[src/rtl/tile_reset_sequencer.sv]
// ----------------------------------------------------------------------------
// tile_reset_sequencer
//
// Drives the per-tile reset pins of the multi-tile wrapper.
//
// After global reset, every tile is held in reset for HOLD_CYCLES cycles.
// The tiles are then released one at a time, in ascending index order, one
// release every STAGGER_CYCLES cycles.
//
// After boot, the block services per-tile soft-reset requests one at a time:
//   1. The tile is asked to quiesce.
//   2. Its outstanding TileLink traffic is allowed to drain. The drain is
//      bounded by DRAIN_TIMEOUT cycles.
//   3. The tile's reset is pulsed for HOLD_CYCLES cycles.
//
// Ports
//   clock          sole clock
//   reset          synchronous, active-high global reset
//   sw_reset_req   per-tile one-cycle soft-reset request pulse
//   tl_busy        per-tile "TileLink traffic still outstanding"
//   tile_reset     per-tile reset, active-high, registered
//   tile_quiesce   per-tile request to stop issuing new TileLink traffic
//   boot_done      all tiles released after global reset (sticky)
//   srst_active    a soft-reset sequence is in drain or assert
//   srst_idx       tile currently being soft-reset, 0 when idle
//   drain_timeout  sticky flag: some drain was cut short by the timeout
// ----------------------------------------------------------------------------
module tile_reset_sequencer #(
  parameter int NUM_TILES      = 4,
  parameter int HOLD_CYCLES    = 2,
  parameter int STAGGER_CYCLES = 1,
  parameter int DRAIN_TIMEOUT  = 256
) (
  input  logic                 clock,
  input  logic                 reset,
  input  logic [NUM_TILES-1:0] sw_reset_req,
  input  logic [NUM_TILES-1:0] tl_busy,
  output logic [NUM_TILES-1:0] tile_reset,
  output logic [NUM_TILES-1:0] tile_quiesce,
  output logic                 boot_done,
  output logic                 srst_active,
  output logic [((NUM_TILES > 1) ? $clog2(NUM_TILES) : 1)-1:0] srst_idx,
  output logic                 drain_timeout
);

  localparam int IDX_W = (NUM_TILES > 1) ? $clog2(NUM_TILES) : 1;

  // One shared counter serves the hold, stagger and drain phases, so it is
  // sized for the largest of the three.
  localparam int MAX_HS  = (HOLD_CYCLES > STAGGER_CYCLES) ? HOLD_CYCLES : STAGGER_CYCLES;
  localparam int MAX_CNT = (MAX_HS > DRAIN_TIMEOUT) ? MAX_HS : DRAIN_TIMEOUT;
  localparam int CNT_W   = $clog2(MAX_CNT + 1);

  localparam logic [CNT_W-1:0] CNT_ONE      = CNT_W'(1);
  localparam logic [CNT_W-1:0] HOLD_LAST    = CNT_W'(HOLD_CYCLES - 1);
  localparam logic [CNT_W-1:0] STAGGER_LAST = CNT_W'(STAGGER_CYCLES - 1);
  localparam logic [CNT_W-1:0] DRAIN_LAST   = CNT_W'(DRAIN_TIMEOUT - 1);
  localparam logic [IDX_W-1:0] IDX_ONE      = IDX_W'(1);
  localparam logic [IDX_W-1:0] LAST_TILE    = IDX_W'(NUM_TILES - 1);

  typedef enum logic [2:0] {
    ST_HOLD,
    ST_STAGGER,
    ST_RUN,
    ST_DRAIN,
    ST_SRST
  } state_t;

  state_t               state, state_nxt;
  logic [CNT_W-1:0]     cnt, cnt_nxt;
  logic [IDX_W-1:0]     boot_idx, boot_idx_nxt;
  logic [NUM_TILES-1:0] pending, pending_nxt;
  logic [NUM_TILES-1:0] pend_clr;

  logic [NUM_TILES-1:0] tile_reset_nxt;
  logic [NUM_TILES-1:0] tile_quiesce_nxt;
  logic                 boot_done_nxt;
  logic                 srst_active_nxt;
  logic [IDX_W-1:0]     srst_idx_nxt;
  logic                 drain_timeout_nxt;

  logic [IDX_W-1:0]     sel_idx;
  logic [NUM_TILES-1:0] sel_oh;
  logic [NUM_TILES-1:0] cur_oh;

  // Fixed priority: the lowest-numbered pending tile is serviced first.
  function automatic logic [IDX_W-1:0] lowest_set(input logic [NUM_TILES-1:0] v);
    logic [IDX_W-1:0] idx;
    idx = '0;
    for (int i = NUM_TILES - 1; i >= 0; i--) begin
      if (v[i]) idx = IDX_W'(i);
    end
    return idx;
  endfunction

  assign sel_idx = lowest_set(pending);
  assign sel_oh  = NUM_TILES'(1) << sel_idx;
  assign cur_oh  = NUM_TILES'(1) << srst_idx;

  always_ff @(posedge clock) begin
    if (reset) begin
      state         <= ST_HOLD;
      cnt           <= '0;
      boot_idx      <= '0;
      pending       <= '0;
      tile_reset    <= '1;
      tile_quiesce  <= '0;
      boot_done     <= 1'b0;
      srst_active   <= 1'b0;
      srst_idx      <= '0;
      drain_timeout <= 1'b0;
    end else begin
      state         <= state_nxt;
      cnt           <= cnt_nxt;
      boot_idx      <= boot_idx_nxt;
      pending       <= pending_nxt;
      tile_reset    <= tile_reset_nxt;
      tile_quiesce  <= tile_quiesce_nxt;
      boot_done     <= boot_done_nxt;
      srst_active   <= srst_active_nxt;
      srst_idx      <= srst_idx_nxt;
      drain_timeout <= drain_timeout_nxt;
    end
  end

  always_comb begin
    state_nxt         = state;
    cnt_nxt           = cnt;
    boot_idx_nxt      = boot_idx;
    tile_reset_nxt    = tile_reset;
    tile_quiesce_nxt  = tile_quiesce;
    boot_done_nxt     = boot_done;
    srst_active_nxt   = srst_active;
    srst_idx_nxt      = srst_idx;
    drain_timeout_nxt = drain_timeout;
    pend_clr          = '0;

    case (state)
      ST_HOLD: begin
        if (cnt == HOLD_LAST) begin
          cnt_nxt           = '0;
          tile_reset_nxt[0] = 1'b0;
          if (NUM_TILES == 1) begin
            boot_done_nxt = 1'b1;
            state_nxt     = ST_RUN;
          end else begin
            boot_idx_nxt = IDX_ONE;
            state_nxt    = ST_STAGGER;
          end
        end else begin
          cnt_nxt = cnt + CNT_ONE;
        end
      end

      ST_STAGGER: begin
        if (cnt == STAGGER_LAST) begin
          cnt_nxt                  = '0;
          tile_reset_nxt[boot_idx] = 1'b0;
          if (boot_idx == LAST_TILE) begin
            boot_done_nxt = 1'b1;
            state_nxt     = ST_RUN;
          end else begin
            boot_idx_nxt = boot_idx + IDX_ONE;
          end
        end else begin
          cnt_nxt = cnt + CNT_ONE;
        end
      end

      ST_RUN: begin
        if (|pending) begin
          pend_clr         = sel_oh;
          srst_idx_nxt     = sel_idx;
          srst_active_nxt  = 1'b1;
          tile_quiesce_nxt = tile_quiesce | sel_oh;
          cnt_nxt          = '0;
          state_nxt        = ST_DRAIN;
        end
      end

      ST_DRAIN: begin
        // An idle tile goes straight to reset. A busy tile is reset anyway
        // once the drain budget is spent, and the event is flagged.
        if (!tl_busy[srst_idx]) begin
          tile_reset_nxt = tile_reset | cur_oh;
          cnt_nxt        = '0;
          state_nxt      = ST_SRST;
        end else if (cnt == DRAIN_LAST) begin
          tile_reset_nxt    = tile_reset | cur_oh;
          drain_timeout_nxt = 1'b1;
          cnt_nxt           = '0;
          state_nxt         = ST_SRST;
        end else begin
          cnt_nxt = cnt + CNT_ONE;
        end
      end

      ST_SRST: begin
        if (cnt == HOLD_LAST) begin
          tile_reset_nxt   = tile_reset & ~cur_oh;
          tile_quiesce_nxt = tile_quiesce & ~cur_oh;
          srst_active_nxt  = 1'b0;
          srst_idx_nxt     = '0;
          cnt_nxt          = '0;
          state_nxt        = ST_RUN;
        end else begin
          cnt_nxt = cnt + CNT_ONE;
        end
      end

      default: begin
        state_nxt = ST_HOLD;
      end
    endcase

    // A new request wins over the clear of the tile being started, so a
    // request arriving in that same cycle schedules a second sequence.
    pending_nxt = (pending & ~pend_clr) | sw_reset_req;
  end

endmodule
[config.mk]
export PLATFORM = sky130hd
export DESIGN_NAME = tile_reset_sequencer
export DESIGN_NICKNAME = d
export VERILOG_FILES = /design/src/rtl/tile_reset_sequencer.sv
export SDC_FILE = /design/constraint.sdc
export NUM_CORES = 1
export LEC_CHECK = 0
export BUFFER_PORTS_ARGS = -buffer_cell sky130_fd_sc_hd__buf_2
export CORE_MARGIN = 5
export CORE_UTILIZATION = 50
export CTS_BUF_LIST = sky130_fd_sc_hd__clkbuf_4
export DETAILED_ROUTE_END_ITERATION = 12
export PLACE_DENSITY = 0.8
export SLEW_MARGIN = 20
export SYNTH_ARGS = -nofsm -noshare
export SYNTH_HDL_FRONTEND = slang
export SYNTH_SLANG_ARGS = --single-unit
[constraint.sdc]
create_clock -name clock -period 2.05 [get_ports clock]
set_input_delay 0.5125 -clock clock [delete_from_list [all_inputs] [get_ports clock]]
set_output_delay 0.5125 -clock clock [all_outputs]
set_load 0.02 [all_outputs]
==> results.sh <==
export IMPL_run_status="complete, but fails checks"
export IMPL_violations="setup timing"
export IMPL_global_route_wire_length_before_repair_um=7670
export IMPL_p_leak_nw=0.912
export IMPL_max_slew_margin=0.675
export IMPL_ranking_of_synthesized_cells_by_area="sky130_fd_sc_hd__dfxtp_1 33%, sky130_fd_sc_hd__ha_1 6.7%, sky130_fd_sc_hd__a21oi_1 5.4%"
export IMPL_total_of_warnings_raised_by_yosys=0
export IMPL_synth_distinct_cells=48
export IMPL_synth_edff_count=0
export IMPL_setup_violations=9
export IMPL_placement_io_buffers=22
export IMPL_timing_critical_path_to_type="register"
export IMPL_final_nets=281
export IMPL_finalClockSkew_ns=0.00854
export IMPL_worstSkewPairLatency_ns=0.34
export IMPL_tritoncts_num_buffers=5
export IMPL_drt_pass1_iter_count=4
export IMPL_layout_worst_path_cycle_share=1.02
export IMPL_period_minus_slack_ns=2.09
export IMPL_ys_top_cells_by_count="31 x sky130_fd_sc_hd__dfxtp_1, 20 x sky130_fd_sc_hd__a21oi_1, 16 x sky130_fd_sc_hd__nor2_1"
export IMPL_global_route_usage_total=0.191
export IMPL_synth_most_common_cell="sky130_fd_sc_hd__dfxtp_1"
export IMPL_crit_buf_inv=1
export IMPL_detailed_place_hpwl_um=3420
export IMPL_clock_tree_htree_level_count=2
export IMPL_initial_core_util=0.514
export IMPL_clock_sink_count=31
export IMPL_timing_worst_slew_pin_value_ns=0.484
export IMPL_synth_async_reset_ratio=0
export IMPL_chipWidth_um=71.1
export IMPL_synth_top_area_frac=0.332
export IMPL_power_density_mw_per_mm2=873
export IMPL_final_setup_worst_slack_ns=-0.0363
export IMPL_globalplace_congestion=0.865
export IMPL_path_clk_slew_ns=0.10
export IMPL_syn_area_sq_mm=0.00187
export IMPL_placedCellCount=299
export IMPL_vias_per_cell=5.91
export IMPL_finalSetupTns_ns=-0.127
export IMPL_ir_drop_v=0.000552
export IMPL_path_common_cell="sky130_fd_sc_hd__and3_4"
export IMPL_placeable_area_sq_mm=0.00363
export IMPL_finish_utilization=0.628
export IMPL_number_of_global_route_vias_before_repair=1671
export IMPL_synth_yosys_seq_area_share=0.332
export IMPL_min_path_cells=3
export IMPL_cp_cell_sequence="ha_2 > and3_4 > and3_4 > and3_4 > ha_4 > nand3b_1 > nand2_2 > buf_12 > nand3b_1 > a31oi_1"
export IMPL_route_antenna_remaining_nets=0
export IMPL_cap_violations=0
export IMPL_r2r_worst_path_cells=10
export IMPL_overflow=0
export IMPL_cp_required_ns=2.32
export IMPL_synth_nets=241
export IMPL_worstHoldPathType="input port to register"
export IMPL_grt_max_degree=23
export IMPL_total_stage_count_of_the_critical_path=10
export IMPL_worst_setup_path_type="register to register"
export IMPL_post_drt_wl_per_cell_um=15.5
export IMPL_synthesis_area_per_instance_sq_um=8.46
export IMPL_fin_cells=310
export IMPL_area_delta_synth_final_pct=22.1
export IMPL_timing_critical_path_fanout_max=7
export IMPL_cts_root_to_sink_buffers=2
export IMPL_cts_tree="yes"
export IMPL_rows=22
export IMPL_timing_final_hold_violations=0
export IMPL_initial_antenna_violation_count=0
export IMPL_drt_first_iter_violations=114
export IMPL_postRouteWirelength_um=4790
export IMPL_io_pins=23
export IMPL_dieArea_sq_mm=0.00506
export IMPL_insertedDiodeCount=0
export IMPL_maxClockFrequency_mhz=479
export IMPL_netlist_top_cell_by_area="sky130_fd_sc_hd__dfxtp_1"
export IMPL_synthCells=221
export IMPL_drc_viols=0
export IMPL_path_delay_family="simple AND/OR/NAND/NOR gates"
export IMPL_crit_path_top_delay_cell="sky130_fd_sc_hd__dfxtp_2"
export IMPL_drive_gt1_frac=0.313
export IMPL_worst_path_largest_cell_delay_ns=0.34
export IMPL_critical_path_startpoint_type="register"
export IMPL_synth_flop_cell="sky130_fd_sc_hd__dfxtp_1"
export IMPL_rsz0062_at_grt="true"
export IMPL_crit_arrival_ns=2.36
export IMPL_synth_seq_cells=31
export IMPL_ctsRootBufferMaster="sky130_fd_sc_hd__clkbuf_4"
export IMPL_number_of_vias_in_the_routed_layout=1832
export IMPL_die_height_um=71.1
export IMPL_hold_buffers=0
export IMPL_maxSlewViolCount=0
## registers in the layout, summed over array words and instances (netlist names)
register and count:
boot_done 1, state 3, tile_reset 4, cnt 9, srst_active 1, drain_timeout 1
srst_idx 2, pending 4, boot_idx 2, tile_quiesce 4
## worst min-delay path: stages
cell,delay (ns)
sky130_fd_sc_hd__buf_2,0.08
sky130_fd_sc_hd__a21oi_1,0.03
sky130_fd_sc_hd__nor2_1,0.06
## cell type report
type / count / area, sq um
timing repair buffer: 41 / 283
multi-input combinational: 170 / 1210
clock buffer: 7 / 52.6
tap: 48 / 60.1
sequential: 31 / 623
fill: 316 / 1350
inverter: 12 / 45.0
clock inverter: 1 / 5.00
## stage by stage
| stage | setup slack (ns) | hold slack [ns] | cell area [sq um] | power (mW) |
|---|---|---|---|---|
| detailed placement | -0.0320 | 0.439 | 2120 | 1.51 |
| finish | -0.0363 | 0.378 | 2280 | 1.99 |
| global placement | 0.0463 | 0.436 | 2120 | 1.50 |
| global route | -0.124 | 0.387 | 2280 | 2.13 |
| CTS | 0.0117 | 0.372 | 2200 | 1.89 |
| floorplan | 0.00157 | 0.479 | 1880 | 1.30 |
## per-layer routing
layer | wire length, um | vias up | GRT usage | part of all wire
met5 | 0 | - | 0 | 0
met4 | 99 | 0 | 0.0564 | 0.021
met3 | 350 | 11 | 0.0554 | 0.073
met2 | 2380 | 71 | 0.323 | 0.50
met1 | 1960 | 852 | 0.234 | 0.41
li1 | - | 898 | - | -
## cell families after synthesis
group | after synthesis | share of synthesized area
AOI/OAI and AO/OA | 63 | 0.215
muxes | 4 | 0.0281
DFF | 31 | 0.332
adders and majority gates | 10 | 0.0669
buffers and inverters | 20 | 0.0602
and+or+nand+nor | 93 | 0.298
## path summary, 6_finish.rpt
| check | startpoint | to | slack [ns] |
|---|---|---|---|
| worst max-delay path | cnt[1] | cnt[4] | -0.04 |
| worst min-delay path | sw_reset_req[0] | pending[0] | 0.38 |
| worst max register to register | cnt[1] | cnt[4] | -0.04 |
| worst min register to register | boot_done | boot_done | 0.46 |
## power breakdown
part | internal, mW | switching [mW]
sequential | 0.664 | 0.0725
clock | 0.160 | 0.213
combinational | 0.401 | 0.481
total | 1.23 | 0.767
## layout by cell type (no fill, tap or decap), drive strengths merged, types with 2 or more instances in the layout
| master | instances |
|---|---|
| nor2b | 5 |
| nand2 | 14 |
| a21oi | 21 |
| nand4 | 3 |
| and3 | 6 |
| a311oi | 2 |
| a211oi | 3 |
| nand2b | 5 |
| nand3 | 12 |
| nor3b | 3 |
| nand3b | 4 |
| nor3 | 9 |
| buf | 40 |
| inv | 12 |
| a31oi | 15 |
| nor2 | 18 |
| o21ai | 10 |
| or2 | 2 |
| nor4 | 3 |
| o211ai | 3 |
| ha | 10 |
| clkbuf | 8 |
| mux2i | 3 |
| dfxtp | 31 |
| and2 | 3 |
## timing repair
action / 4_1_cts / 5_1_grt
resized for setup: 5 / 9
pin swaps: 0 / 2
gates cloned: 0 / 1
setup endpoints to repair: 9 / 10
buffers inserted: 1 / 1
Note: power is estimated with default switching activity, not from simulation.
